**src/rtl/if_fetch_ctrl.sv**
```systemverilog
// ---------------------------------------------------------------------------------------------
// if_fetch_ctrl: single-outstanding instruction fetch controller.
//
// Accepts a next PC from the PC ALU, issues one instruction-memory request for it, waits for the
// read data and presents the fetched instruction to Issue until it is taken. A boot request
// restarts fetching from BOOT_ADDR from any state; a response that is still in flight when boot
// arrives is discarded.
//
// Parameters
//   BOOT_ADDR       PC loaded on reset and on boot_i.
//
// Ports
//   clk_i           clock, all state on the rising edge
//   rst_ni          asynchronous active-low reset
//   boot_i          single-cycle boot request
//   pc_valid_i      next-PC offer            pc_next_i      next PC value
//   pc_ready_o      next PC can be accepted
//   instr_req_o     memory request           instr_addr_o   request address
//   instr_gnt_i     memory accepted request
//   instr_rvalid_i  read data valid          instr_rdata_i  read data
//   instr_valid_o   instruction for Issue    instr_ready_i  Issue accepts it
//   instr_o         fetched instruction      instr_pc_o     PC of instr_o
//   fetch_err_o     fetch error, valid with instr_valid_o
//
// Build option
//   FETCH_ALIGN_CHECK_EN  when defined, a PC with nonzero bits [1:0] skips the memory request and
//                         is delivered as an error (instr_o = 0, fetch_err_o = 1). When undefined,
//                         instr_addr_o[1:0] is forced to 00 and fetch_err_o is tied low.
// ---------------------------------------------------------------------------------------------
module if_fetch_ctrl #(
    parameter logic [31:0] BOOT_ADDR = 32'h0000_0080
) (
    input  logic        clk_i,
    input  logic        rst_ni,
    input  logic        boot_i,
    input  logic        pc_valid_i,
    input  logic [31:0] pc_next_i,
    output logic        pc_ready_o,
    output logic        instr_req_o,
    output logic [31:0] instr_addr_o,
    input  logic        instr_gnt_i,
    input  logic        instr_rvalid_i,
    input  logic [31:0] instr_rdata_i,
    output logic        instr_valid_o,
    input  logic        instr_ready_i,
    output logic [31:0] instr_o,
    output logic [31:0] instr_pc_o,
    output logic        fetch_err_o
);

    typedef enum logic [1:0] {StIdle, StReq, StWait, StOut} state_e;

    state_e      state_q;
    logic [31:0] pc_q;
    logic        drop_q;
    logic [31:0] instr_q;
    logic [31:0] instr_pc_q;
    logic        in_req;
    logic        boot_drop;

    assign in_req = (state_q == StReq);

`ifdef FETCH_ALIGN_CHECK_EN
    logic err_q;
    logic misaligned;

    assign misaligned   = (pc_q[1:0] != 2'b00);
    assign instr_req_o  = in_req && !drop_q && !misaligned;
    assign instr_addr_o = in_req ? pc_q : 32'h0;
    assign fetch_err_o  = err_q;
`else
    assign instr_req_o  = in_req && !drop_q;
    assign instr_addr_o = in_req ? {pc_q[31:2], 2'b00} : 32'h0;
    assign fetch_err_o  = 1'b0;
`endif

    assign pc_ready_o    = (state_q == StIdle) && !boot_i;
    assign instr_valid_o = (state_q == StOut);
    assign instr_o       = instr_q;
    assign instr_pc_o    = instr_pc_q;

    // On boot, a response is still owed by memory if we were waiting for it, if a request is
    // being granted this very cycle, or if an earlier dropped response has not arrived yet.
    // A response arriving in the boot cycle itself settles the debt, so nothing is left to drop.
    assign boot_drop = ((state_q == StWait) && !instr_rvalid_i)
                     || (instr_req_o && instr_gnt_i)
                     || (drop_q && !instr_rvalid_i);

    always_ff @(posedge clk_i or negedge rst_ni) begin
        if (!rst_ni) begin
            state_q    <= StIdle;
            pc_q       <= BOOT_ADDR;
            drop_q     <= 1'b0;
            instr_q    <= 32'h0;
            instr_pc_q <= 32'h0;
`ifdef FETCH_ALIGN_CHECK_EN
            err_q      <= 1'b0;
`endif
        end else if (boot_i) begin
            state_q    <= StReq;
            pc_q       <= BOOT_ADDR;
            drop_q     <= boot_drop;
            instr_q    <= 32'h0;
            instr_pc_q <= 32'h0;
`ifdef FETCH_ALIGN_CHECK_EN
            err_q      <= 1'b0;
`endif
        end else begin
            case (state_q)
                StIdle: begin
                    if (pc_valid_i) begin
                        pc_q    <= pc_next_i;
                        state_q <= StReq;
                    end
                end
                StReq: begin
                    if (drop_q) begin
                        // Request held back until the stale response has been swallowed.
                        if (instr_rvalid_i) begin
                            drop_q <= 1'b0;
                        end
`ifdef FETCH_ALIGN_CHECK_EN
                    end else if (misaligned) begin
                        instr_q    <= 32'h0;
                        instr_pc_q <= pc_q;
                        err_q      <= 1'b1;
                        state_q    <= StOut;
`endif
                    end else if (instr_gnt_i) begin
                        state_q <= StWait;
                    end
                end
                StWait: begin
                    if (instr_rvalid_i) begin
                        instr_q    <= instr_rdata_i;
                        instr_pc_q <= pc_q;
`ifdef FETCH_ALIGN_CHECK_EN
                        err_q      <= 1'b0;
`endif
                        state_q    <= StOut;
                    end
                end
                StOut: begin
                    if (instr_ready_i) begin
                        state_q <= StIdle;
                    end
                end
                default: begin
                    state_q <= StIdle;
                end
            endcase
        end
    end

endmodule

```
**config.mk**
```make
export PLATFORM = sky130hd
export DESIGN_NAME = if_fetch_ctrl
export DESIGN_NICKNAME = d
export VERILOG_FILES = /design/src/rtl/if_fetch_ctrl.sv
export SDC_FILE = /design/constraint.sdc
export NUM_CORES = 1
export LEC_CHECK = 0
export ABC_AREA = 1
export CAP_MARGIN = 30
export CORE_AREA = 3 3 103 105
export CTS_BUF_LIST = sky130_fd_sc_hd__clkbuf_16
export DETAILED_ROUTE_END_ITERATION = 16
export DIE_AREA = 0 0 106 108
export GPL_TIMING_DRIVEN = 0
export PLACE_DENSITY = 0.78
export REMOVE_ABC_BUFFERS = 1
export SETUP_SLACK_MARGIN = 0.3
export SLEW_MARGIN = 5
export SYNTH_ARGS = -nofsm -noshare
export SYNTH_HDL_FRONTEND = slang
export SYNTH_SLANG_ARGS = --single-unit
export TNS_END_PERCENT = 30
```
**constraint.sdc**
```tcl
create_clock -name clk_i -period 1.6 [get_ports clk_i]
set_clock_uncertainty 0.05 [all_clocks]
set_input_delay 0.32 -clock clk_i [delete_from_list [all_inputs] [get_ports clk_i]]
set_output_delay 0.32 -clock clk_i [all_outputs]
set_load 0.02 [all_outputs]
```
==> flow_summary.ini, run 1 <==
[clock_tree]
clkLatencyLatePin_ns = 0.34
clock_sinks = 99
clockBufferDepth = 2
cts_root_buffer = clkbuf_16
worst_setup_hold_path_clk_slew_ns = 0.07
hold_buffers = 0
htree_num_levels = 3
cts-buffers-inserted = 9
cts_tree = yes

[place]
dp_hpwl_um = 8757
place_area_mm2 = 0.006140
dp_cells = 779
place.gp.congestion = 0.7951
portBuffers = 167

[outcome]
status = finished, violations left
failing_checks = hold timing, setup timing

[grt]
grt_pass1_wl_um = 22790
grt_max_degree = 54
track_usage = 0.2555
first_global_vias = 4344
overflow = 0
antenna_found_initial = 0

[timing]
timing.hold.ws_ns = -0.02147
finalCritPeriodShare = 1.179
tightestPinTransition_ns = 0.7181
timing.max_slew.rel_slack = 0.5213
timing.final.hold_violations = 13
worst_slack_ns = -0.2859
timing_max_transition_violations_final = 0
setup_viol = 66
fmaxAchievable_mhz = 530.2
setup_repair_after_global_routing_missed_its_margin = true
final.min_clock_period_ns = 1.886
setup_tns_ns = -9.455

[finish]
post_layout_nonfiller_instances = 824
antenna-diode-count = 0
drive_gt1_frac = 0.3459
fillCellCount = 718
area_growth_from_synthesis_to_layout_pct = 62.14
final_core_utilization = 0.7154
post-route-cell-area_mm2 = 0.006960
nNetsFinal = 762

[floorplanning]
die_h_um = 108
core.rowCount = 36
die_footprint_mm2 = 0.01145
num_io_pins = 171
core-area_mm2 = 0.009729
effective_utilization_at_floorplan = 0.4412
fp.dieW_um = 106

[critical_path]
timing.critical_path.from_type = flip-flop
critPathSlowestCell = dfrtp_2
cpLargestDelayFamily = flip-flops
critical_path.endpoint_type = output pin
arrival_time_at_the_worst_endpoint_ns = 1.52
buffer_and_inverter_count_on_the_worst_path = 3
timing.critical_path.required_ns = 1.23
critical_path.cell_chain = inv_2 > ha_1 > inv_1 > nor2_1 > buf_4
slowest_delay_ns = 0.47
worst_path_max_fanout = 5
critical_path_class = flip-flop to output pin

[min_path]
type_of_the_worst_min_delay_path = primary input to async pin

[synth]
synth_top_family_by_area = simple AND/OR/NAND/NOR gates
synth.ff_latch_count = 99
synth-xor-area-share = 0
yosys.area_share.simple = 0.1950
post_synthesis_area_per_instance_um2 = 8.535
synthesized_area_fraction_occupied_by_adder_cells = 0.01457
synthMuxAreaShare = 0
synth_area_in_compound_gates = 0.1084
synth-seq-area-share = 0.5774
synthCells = 503
netlist-cell-type-count = 18
ys.warnings.count = 0
syn_area_mm2 = 0.004293

[power]
report.power.total_w = 0.007948
static_leakage_power_nw = 3.501
cellPowerDensity_mw_per_mm2 = 1142
irDropWorstVdd_mv = 0.6351

[drt]
postRouteWirelength_um = 14920
drtIter0Drc = 291
dr_total_vias = 4343
drc_errors = 0
avgViaCountPerCell = 5.271
route.detailed.wl_per_inst_um = 18.11
antenna_left = 0
detail_route.first_pass.iterations = 6

[flow_run]
cap_violations = 0
kinds of logic after synthesis:
| kind of cell | count (synthesis) |
|---|---|
| other | 1 |
| AOI/OAI and AO/OA | 92 |
| buffers and inverters | 107 |
| and+or+nand+nor | 199 |
| DFF | 99 |
| adders and majority gates | 5 |
layout make-up:
cell class / count / area, um2 / area share
flip-flops and latches: 99 / 2481 / 0.3565
repair buffers: 202 / 1982 / 0.2847
multi-input cells: 300 / 1707 / 0.2452
inverters: 73 / 304.0 / 0.04368
clock buffers: 9 / 225.2 / 0.03236
well taps: 133 / 166.4 / 0.02391
clock inverters: 7 / 78.83 / 0.01132
repair inverters: 1 / 16.27 / 0.002337
metal layers:
layer  vias up  part of all wire  global-route usage
met5         -                 0                   0
met4         0             0.022             0.08141
met3        25             0.078             0.05254
met2       200              0.49              0.4526
met1      2148              0.41              0.3150
li1       1970                 -                   -
stage by stage:
| stage | hold slack, ns | setup WS (ns) |
|---|---|---|
| finish | -0.02147 | -0.2859 |
| global route | 0.03616 | -0.3510 |
| CTS | 0.00006289 | -0.2333 |
| detailed placement | 0.3576 | -1.509 |
| global placement | 0.4423 | -3.384 |
| floorplan | -0.02559 | -1.413 |
timing repair:
action                                  CTS  global route
setup buffers                            16             5
gates cloned                              8             0
endpoints found under the setup margin  196           136
gates resized for setup                 543            84
pin swaps                                 1             3
state kept, by name (all words and copies together) (netlist names):
signal and cells:
pc_q 32, instr_pc_o 32, drop_q 1, instr_o 32
state_q 2
cell usage after synthesis (all sizes together):
cell,number,area (um2)
a21o,1,7.510
clkbuf,7,26.28
ha,5,62.56
o21ai,66,330.3
o31ai,1,7.510
nand3,72,360.4
dfrtp,98,2452
conb,1,3.750
dfstp,1,26.28
buf,27,145.1
nor2,9,33.78
inv,73,274.0
a21oi,24,120.1
nand2,118,442.9
power breakdown:
| part | total (W) | leakage (nW) | internal (W) | switching (W) |
|---|---|---|---|---|
| sequential | 0.00285 | 1.36 | 0.00270 | 0.000149 |
| clock | 0.00226 | 0.162 | 0.00134 | 0.000920 |
| combinational | 0.00283 | 1.97 | 0.00125 | 0.00158 |
| total | 0.00795 | 3.50 | 0.00530 | 0.00265 |
placed cells by master, fill, tap and decap left out, drive strengths merged, types with 3 or more instances in the layout:
| master | n |
|---|---|
| a21oi | 24 |
| buf | 133 |
| clkbuf | 10 |
| clkdlybuf4s50 | 67 |
| conb | 3 |
| dfrtp | 98 |
| ha | 5 |
| inv | 76 |
| nand2 | 119 |
| nand3 | 72 |
| nor2 | 9 |
| o21ai | 66 |
path summary, 6_finish.rpt:
| path | from | endpoint | slack, ns | cells past startpoint |
|---|---|---|---|---|
| worst max-delay path | state_q[0]$_DFFE_PN0P_ | pc_ready_o | -0.29 | 5 |
| worst min-delay path | rst_ni | pc_q[29]$_DFFE_PN0P_ | -0.02 | 1 |
| worst max register to register | state_q[0]$_DFFE_PN0P_ | instr_pc_o[5]$_DFFE_PN0P_ | -0.13 | 10 |
| worst min register to register | instr_o[28]$_DFFE_PN0P_ | instr_o[28]$_DFFE_PN0P_ | 0.46 | 2 |
| max in group asynchronous | rst_ni | pc_q[7]$_DFFE_PN1P_ | 0.79 | 2 |
| min in group clk_i | boot_i | instr_o[4]$_DFFE_PN0P_ | 0.42 | 2 |
(Power assumes the default switching activity.)
==> inputs of run 2 (changes only) <==
--- a/config.mk
+++ b/config.mk
@@ -9,8 +9,10 @@
 export CAP_MARGIN = 30
-export CORE_AREA = 3 3 103 105
+export CELL_PAD_IN_SITES_DETAIL_PLACEMENT = 0
+export CELL_PAD_IN_SITES_GLOBAL_PLACEMENT = 1
+export CORE_AREA = 3 3 122 124
 export CTS_BUF_LIST = sky130_fd_sc_hd__clkbuf_16
 export DETAILED_ROUTE_END_ITERATION = 16
-export DIE_AREA = 0 0 106 108
+export DIE_AREA = 0 0 125 127
 export GPL_TIMING_DRIVEN = 0
-export PLACE_DENSITY = 0.78
+export PLACE_DENSITY = 0.77
 export REMOVE_ABC_BUFFERS = 1
==> constraint.sdc (replaced) <==
create_clock -name clk_i -period 1.6 [get_ports clk_i]
set_clock_uncertainty 0.05 [all_clocks]
set_input_delay 0.16 -clock clk_i [delete_from_list [all_inputs] [get_ports clk_i]]
set_output_delay 0.16 -clock clk_i [all_outputs]
set_load 0.02 [all_outputs]
==> flow_summary.ini, run 2 (synthesized netlist as in run 1, its figures left out) <==
[critical_path]
critical_path.cell_chain = inv_2 > ha_4 > buf_12 > buf_12 > nand2_2 > inv_2 > buf_6
critical_path.endpoint_type = output pin
buffer_and_inverter_count_on_the_worst_path = 5
cpLargestDelayFamily = buffers and inverters
critPathSlowestCell = dfrtp_2
timing.critical_path.required_ns = 1.39
slowest_delay_ns = 0.41
timing.critical_path.from_type = flip-flop
critical_path_class = flip-flop to output pin
worst_path_max_fanout = 8
arrival_time_at_the_worst_endpoint_ns = 1.51

[drt]
avgViaCountPerCell = 4.827
postRouteWirelength_um = 15590
dr_total_vias = 4224
detail_route.first_pass.iterations = 4
drtIter0Drc = 285
drc_errors = 0
antenna_left = 0
route.detailed.wl_per_inst_um = 17.81

[timing]
worst_slack_ns = -0.1238
setup_tns_ns = -3.524
finalCritPeriodShare = 1.077
fmaxAchievable_mhz = 580.1
timing.final.hold_violations = 0
timing_max_transition_violations_final = 0
timing.hold.ws_ns = 0.3206
final.min_clock_period_ns = 1.724
setup_repair_after_global_routing_missed_its_margin = true
setup_viol = 42
timing.max_slew.rel_slack = 0.3947
tightestPinTransition_ns = 0.9080

[outcome]
failing_checks = setup timing
status = finished, violations left

[floorplanning]
die_h_um = 127
fp.dieW_um = 125
core.rowCount = 43
die_footprint_mm2 = 0.01588
core-area_mm2 = 0.01388
num_io_pins = 171
effective_utilization_at_floorplan = 0.3093

[flow_run]
cap_violations = 0

[clock_tree]
htree_num_levels = 3
clock_sinks = 99
cts-buffers-inserted = 9
cts_root_buffer = clkbuf_16
clkLatencyLatePin_ns = 0.34
worst_setup_hold_path_clk_slew_ns = 0.06
clockBufferDepth = 2
cts_tree = yes

[min_path]
type_of_the_worst_min_delay_path = primary input to async pin

[power]
cellPowerDensity_mw_per_mm2 = 1118
static_leakage_power_nw = 3.638
irDropWorstVdd_mv = 0.5658

[place]
dp_hpwl_um = 8448
place_area_mm2 = 0.006162
place.gp.congestion = 0.8092
portBuffers = 167
dp_cells = 824

[grt]
grt_pass1_wl_um = 23470
grt_max_degree = 54
first_global_vias = 4253
antenna_found_initial = 0
track_usage = 0.1875
overflow = 0

[finish]
post_layout_nonfiller_instances = 875
nNetsFinal = 766
fillCellCount = 1276
final_cell_mix = dfrtp_1, nand2_1, nand3_1, clkdlybuf4s50_1, inv_1
post-route-cell-area_mm2 = 0.007486
area_growth_from_synthesis_to_layout_pct = 74.38
antenna-diode-count = 0
final_core_utilization = 0.5393
drive_gt1_frac = 0.3108
layout_commonest_cell = dfrtp_1
## run 2: cell types whose count changed in the layout (fill, tap and decap cells not counted), sizes merged
| cell | change |
|---|---|
| buf | -66 |
| bufinv | -2 |
| clkbuf | +6 |
| clkdlybuf4s15 | +33 |
| clkinv | +2 |
| clkinvlp | +1 |
| dlygate4sd2 | +27 |
| dlygate4sd3 | +1 |
| nand2 | +2 |
## run 2: final timing paths
path / slack (ns) / cells past startpoint / from / endpoint
worst min-delay path: 0.32 / 2 / rst_ni / instr_o[16]$_DFFE_PN0P_
max in group asynchronous: 0.48 / 3 / rst_ni / pc_q[1]$_DFFE_PN0P_
worst max-delay path: -0.12 / 7 / state_q[1]$_DFFE_PN0P_ / instr_addr_o[28]
worst max register to register: -0.05 / 10 / state_q[0]$_DFFE_PN0P_ / state_q[0]$_DFFE_PN0P_
min in group clk_i: 0.32 / 3 / pc_next_i[9] / pc_q[9]$_DFFE_PN0P_
worst min register to register: 0.46 / 2 / instr_o[28]$_DFFE_PN0P_ / instr_o[28]$_DFFE_PN0P_
## run 2: layout make-up
class	instances	area [um2]	share of cell area
tap	180	225.2	0.03009
timing repair buffer	203	2278	0.3044
clock inverter	7	37.54	0.005014
multi-input combinational	302	1901	0.2539
inverter	73	306.5	0.04095
sequential	99	2481	0.3314
clock buffer	9	225.2	0.03009
timing repair inverter	2	31.28	0.004179
## run 2: worst reg2reg max path, delay by kind of cell, from the launching register on
family	cells	cell delay [ns]
buffers and inverters	3	0.43
flip-flops	1	0.45
AND/OR/NAND/NOR	6	0.41
adder cells (fa/ha/maj)	1	0.20
## run 2: metrics by stage
| step | worst slack [ns] | total power [W] |
|---|---|---|
| 6_report | -0.1238 | 0.008366 |
| 5_1_grt | -0.1752 | 0.008754 |
| 4_1_cts | -0.1301 | 0.008039 |
| 3_5_place_dp | -1.358 | 0.004808 |
| 3_3_place_gp | -3.432 | 0.004725 |
| 2_1_floorplan | -1.413 | 0.003793 |
## run 2: layer usage
metal  wire, um  global-route usage
met1       6600              0.2404
met2       7711              0.3141
met3       1092             0.05477
met4        184             0.04719
met5          0                   0
## run 2: where the power goes
part,leakage [nW],switching [W],internal [W]
clock network,0.135,0.000921,0.00103
logic,2.14,0.00193,0.00161
registers,1.36,0.000168,0.00270
total,3.64,0.00302,0.00535
## run 2: what timing repair did
action	in CTS	in global routing
buffers inserted	16	6
cloned	9	3
pin swaps	32	33
endpoints found under the hold margin	45	0
setup endpoints to repair	196	169
gates resized for setup	409	114
hold buffers	1	0
